[src/rtl/alu_arbiter.sv]
// Two-port round-robin arbiter/sequencer in front of a shared combinational ALU.
// Optional illegal-opcode screening is enabled by defining ALU_ARB_OPCHECK_EN.
module alu_arbiter #(
    parameter int WIDTH = 32
) (
    input  logic             clk,
    input  logic             rst_n,
    input  logic             req0_valid,
    output logic             req0_ready,
    input  logic [WIDTH-1:0] req0_x,
    input  logic [WIDTH-1:0] req0_y,
    input  logic [3:0]       req0_op,
    input  logic             req1_valid,
    output logic             req1_ready,
    input  logic [WIDTH-1:0] req1_x,
    input  logic [WIDTH-1:0] req1_y,
    input  logic [3:0]       req1_op,
    output logic [WIDTH-1:0] alu_x,
    output logic [WIDTH-1:0] alu_y,
    output logic [3:0]       alu_op,
    input  logic [WIDTH-1:0] alu_r,
    input  logic             alu_zero,
    output logic             rsp_valid,
    input  logic             rsp_ready,
    output logic             rsp_port,
    output logic [WIDTH-1:0] rsp_r,
    output logic             rsp_zero,
    output logic             rsp_err
);

    typedef enum logic [1:0] {
        IDLE = 2'd0,
        EXEC = 2'd1,
        RESP = 2'd2
    } state_t;

    localparam logic [3:0] OP_AND = 4'd0;
    localparam logic [3:0] OP_OR  = 4'd1;
    localparam logic [3:0] OP_SUB = 4'd6;
    localparam logic [3:0] OP_SLT = 4'd7;
    localparam logic [3:0] OP_NOR = 4'd12;
    localparam logic [3:0] OP_ADD = 4'd15;

    state_t           state;
    logic             last;      // port granted most recently
    logic             cur_port;  // port owning the in-flight operation
    logic             any_valid;
    logic             grant;
    logic [WIDTH-1:0] sel_x;
    logic [WIDTH-1:0] sel_y;
    logic [3:0]       sel_op;

`ifdef ALU_ARB_OPCHECK_EN
    logic op_err;

    function automatic logic op_legal(input logic [3:0] op);
        return op inside {OP_AND, OP_OR, OP_SUB, OP_SLT, OP_NOR, OP_ADD};
    endfunction
`endif

    always_comb begin
        // NOTE: every combinational output gets a value on every path so no latch is inferred.
        any_valid = req0_valid | req1_valid;
        grant     = 1'b0;
        if (req0_valid && req1_valid) begin
            grant = ~last;
        end else if (req1_valid) begin
            grant = 1'b1;
        end
    end

    assign sel_x  = grant ? req1_x  : req0_x;
    assign sel_y  = grant ? req1_y  : req0_y;
    assign sel_op = grant ? req1_op : req0_op;

    // Ready is a function of valid; requesters must not wait for ready before raising valid.
    assign req0_ready = (state == IDLE) & any_valid & ~grant;
    assign req1_ready = (state == IDLE) & any_valid &  grant;

    always_ff @(posedge clk or negedge rst_n) begin
        if (!rst_n) begin
            state     <= IDLE;
            last      <= 1'b1;
            cur_port  <= 1'b0;
            alu_x     <= '0;
            alu_y     <= '0;
            alu_op    <= OP_AND;
            rsp_valid <= 1'b0;
            rsp_port  <= 1'b0;
            rsp_r     <= '0;
            rsp_zero  <= 1'b0;
`ifdef ALU_ARB_OPCHECK_EN
            op_err    <= 1'b0;
            rsp_err   <= 1'b0;
`endif
        end else begin
            // NOTE: sequential state uses non-blocking assignments so every register samples pre-edge values.
            unique case (state)
                IDLE: begin
                    if (any_valid) begin
                        alu_x    <= sel_x;
                        alu_y    <= sel_y;
                        cur_port <= grant;
                        last     <= grant;
                        state    <= EXEC;
`ifdef ALU_ARB_OPCHECK_EN
                        // Illegal opcodes run as a harmless AND; the result is discarded in EXEC.
                        alu_op   <= op_legal(sel_op) ? sel_op : OP_AND;
                        op_err   <= ~op_legal(sel_op);
`else
                        alu_op   <= sel_op;
`endif
                    end
                end
                EXEC: begin
                    rsp_port  <= cur_port;
                    rsp_valid <= 1'b1;
                    state     <= RESP;
`ifdef ALU_ARB_OPCHECK_EN
                    rsp_r     <= op_err ? '0 : alu_r;
                    rsp_zero  <= op_err | alu_zero;
                    rsp_err   <= op_err;
`else
                    rsp_r     <= alu_r;
                    rsp_zero  <= alu_zero;
`endif
                end
                RESP: begin
                    if (rsp_ready) begin
                        rsp_valid <= 1'b0;
                        state     <= IDLE;
                    end
                end
                default: begin
                    rsp_valid <= 1'b0;
                    state     <= IDLE;
                end
            endcase
        end
    end

`ifndef ALU_ARB_OPCHECK_EN
    assign rsp_err = 1'b0;
`endif

endmodule

[config.mk]
export PLATFORM = sky130hd
export DESIGN_NAME = alu_arbiter
export DESIGN_NICKNAME = d
export VERILOG_FILES = /design/src/rtl/alu_arbiter.sv
export SDC_FILE = /design/constraint.sdc
export NUM_CORES = 1
export LEC_CHECK = 0
export ABC_AREA = 1
export CAP_MARGIN = 40
export CORE_UTILIZATION = 37
export CTS_BUF_LIST = sky130_fd_sc_hd__clkbuf_2 sky130_fd_sc_hd__clkbuf_4 sky130_fd_sc_hd__clkbuf_8
export DETAILED_ROUTE_END_ITERATION = 6
export GPL_TIMING_DRIVEN = 0
export PLACE_DENSITY = 0.86
export SLEW_MARGIN = 20
export SYNTH_ARGS = -nofsm -noshare
export SYNTH_HDL_FRONTEND = slang
export SYNTH_SLANG_ARGS = --single-unit
export TNS_END_PERCENT = 5
[constraint.sdc]
create_clock -name clk -period 1.1 [get_ports clk]
set_input_delay 0.11 -clock clk [delete_from_list [all_inputs] [get_ports clk]]
set_output_delay 0.11 -clock clk [all_outputs]
set_load 0.02 [all_outputs]
==> summary.txt <==
Logic synthesis
  – Average size of a mapped cell: 7.22 µm²
  – Synth Flop Type: dfrtp_1
  – Mux cell area share after synthesis: 0
  – Yosys warnings: 0
  – Top cell type's share of synthesized area: 0.487
  – Post-synthesis async set-or-reset flop share: 1.00
  – Seq cells post-synth: 107
  – Post-Synth Adder-Cell Area: 0
  – Post-Synth XOR/XNOR Area: 0
  – Combinational family with the most area after synthesis: simple AND/OR/NAND/NOR gates
  – Mapped Cells: 754
  – Synth top cells by count: 277 x nand2_1, 169 x nand3_1, 140 x inv_1, 106 x dfrtp_1, 18 x buf_2
  – Synthesized net count: 928
  – Number of synthesized flops with an enable pin: 0
  – Count leader, synth: nand2_1
  – Synth Area in Compound Gates: 0.00460
  – Synth top area cells: dfrtp_1 49%, nand2_1 19%, nand3_1 16%, inv_1 9.7%, buf_2 1.7%
  – Synthesized area: 5440 µm²
  – Synth unique cells: 17
  – Register area share after synthesis: 0.492
  – Simple-gate share of the synthesized area: 0.352
  – Top cell type by total area after synthesis: dfrtp_1

Global routing
  – Total Routing Usage GR: 0.245
  – Largest net degree at the start of global routing: 65
  – Initial antenna violation count: 0
  – First-pass GRT wire length: 28.1 mm
  – Vias in the first global route: 5643
  – GR Overflow Total: 0

Detailed routing
  – Routed Wire Length: 19.4 mm
  – Antenna-violating nets left: 0
  – Wire length per cell: 15.5 µm
  – Vias per inst: 4.75
  – Number of DRC markers in iteration 0: 228
  – Routed via count: 5951
  – DRC viols: 0
  – 1st-pass router iterations: 5

STA
  – Top achievable clock speed: 611 MHz
  – Slew Limit Fails: 0
  – Final Skew: 0.00802 ns
  – Setup Total Neg Slack: -27.44 ns
  – Final Critical Period: 1.64 ns
  – Final period util: 1.49
  – Setup ws final: -0.537 ns
  – Final hold vios: 0
  – Setup Viol. Count Final: 104
  – RSZ-0062 raised after global routing: yes

Place
  – Hpwl dp: 13.9 mm
  – Port-buffer cells: 277
  – GPL Wtd Cong: 0.855
  – Placed Cells: 1212

Finish
  – Ant. Diodes: 0
  – Final Non-Filler Cells: 1252
  – Layout cells sized above 1: 0.197
  – Syn-to-layout area delta: 63.1%
  – Layout Nets: 1241
  – Layout Utilization: 0.630

Floorplan
  – Core Area: 14100 µm²
  – Die Wd: 123 µm
  – DIE AREA: 15200 µm²
  – Initial Utilization: 0.386
  – Die height: 123 µm
  – Row count: 43
  – # IOs: 280

Clock tree
  – Root Buffer Master: clkbuf_8
  – Clock Latency Late Sink: 0.38 ns
  – Clock buffer depth: 2
  – Clk sinks: 107
  – Number of clock buffers inserted by TritonCTS: 9
  – CTS tree: done
  – Clk slew on worst S/H paths: 0.10 ns
  – CTS H-tree lvls: 3

Flow run
  – Max-Cap Viols: 0

Power
  – Static leakage power: 4.95 nW
  – Cell Pwr Density: 2550 nW/µm²
  – Max VDD drop: 0.00127 V

Worst setup path
  – CP dominant cell by count: nor2_4
  – Slowest cell on crit path: dfrtp_1
  – CP startpoint: state[1]
  – Critical path buffers and inverters: 4
  – Worst-path fanout max: 4
  – FF-to-FF Start: last
  – Worst Path Arrival: 1.53 ns
  – CP top delay family: flip-flops
  – Setup crit start kind: flip-flop
  – Largest stage delay on the critical path: 0.43 ns
  – CP endpoint kind: primary output
  – Required time of the critical path: 0.99 ns
  – CP Class: flip-flop to primary output
  – CP cell instances: inv_4, nand2_4, nor2_4, clkinv_4, buf_8, nor2_4, buf_6

Outcome
  – Failing checks: setup timing
  – Run status: complete, but fails checks

Hold path
  – Worst min-delay path class: input pin to async pin
[kinds of logic (layout without fill, tap and decap cells)]
group | Yosys count | count (layout)
simple gates | 451 | 451
buf+inv | 190 | 508
flops | 107 | 107
compound gates | 5 | 5
other cells | 1 | 1
[metal layers]
metal / GRT usage / wire length, µm / part of all wire
met1: 0.269 / 7190 / 0.37
met2: 0.445 / 9900 / 0.51
met3: 0.0826 / 1940 / 0.10
met4: 0.0738 / 381 / 0.020
met5: 0 / 0 / 0
[path summary, 6_finish.rpt]
check | slack [ns] | cells after the start | to
setup / recovery | -0.54 | 7 | req0_ready
hold / removal | 0.25 | 2 | alu_x[16]
setup reg to reg | -0.38 | 7 | alu_y[9]
hold reg to reg | 0.47 | 2 | rsp_r[30]
max in group asynchronous | 0.17 | 3 | last
min in group clk | 0.27 | 3 | rsp_r[12]
[power by group]
group / leakage, nW / internal [W] / switching, W
combinational: 3.54 / 0.00529 / 0.00768
sequential: 1.30 / 0.00593 / 0.00115
clock: 0.103 / 0.00115 / 0.00142
total: 4.95 / 0.0124 / 0.0102
[through the flow]
stage               setup slack [ns]  cell area (µm²)  power, W  hold WS (ns)
floorplan                     -0.145             5500    0.0139        -0.186
detailed placement             -1.12             8530    0.0201        0.0629
global placement               -4.17             8500    0.0199         0.453
global route                  -0.621             8880    0.0242         0.247
finish                        -0.537             8880    0.0226         0.247
CTS                           -0.620             8410    0.0214         0.202
[cell usage in the layout, fill, tap and decap left out, types with 2 or more instances in the layout]
| cell | n |
|---|---|
| buf_8 | 12 |
| clkbuf_1 | 9 |
| dfrtp_1 | 106 |
| clkbuf_8 | 10 |
| clkbuf_16 | 4 |
| nand2_4 | 3 |
| o21ai_0 | 4 |
| clkbuf_4 | 3 |
| buf_12 | 4 |
| buf_6 | 35 |
| inv_4 | 2 |
| inv_1 | 140 |
| buf_4 | 18 |
| clkdlybuf4s50_1 | 171 |
| nand3_2 | 13 |
| nand2_1 | 271 |
| nor2_4 | 3 |
| nand3_1 | 156 |
| clkinv_4 | 2 |
| nand2_2 | 3 |
| buf_2 | 90 |
[final cells by class]
cell class,instances,area [µm²]
repair buffers,303,2720
flip-flops and latches,107,2680
multi-input cells,457,2070
well taps,180,225
plain buffers,46,432
fillers,1192,5220
clock inverters,5,60.1
clock buffers,11,145
inverters,143,547
[timing repair]
item / 4_1_cts / 5_1_grt
pin swaps: 4 / 18
endpoints found under the setup margin: 207 / 142
resized for setup: 452 / 97
buffers inserted: 10 / 11
endpoints found under the hold margin: 43 / 0
gates cloned: 0 / 4
hold buffers: 1 / 0
[sequential cells by signal, summed over array words and instances, names as in the netlist]
name,cells
cur_port,1
rsp_zero,1
alu_x,32
state,2
alu_op,4
rsp_valid,1
alu_y,32
rsp_port,1
last,1
rsp_r,32
Note: power is estimated with default switching activity, not from simulation.
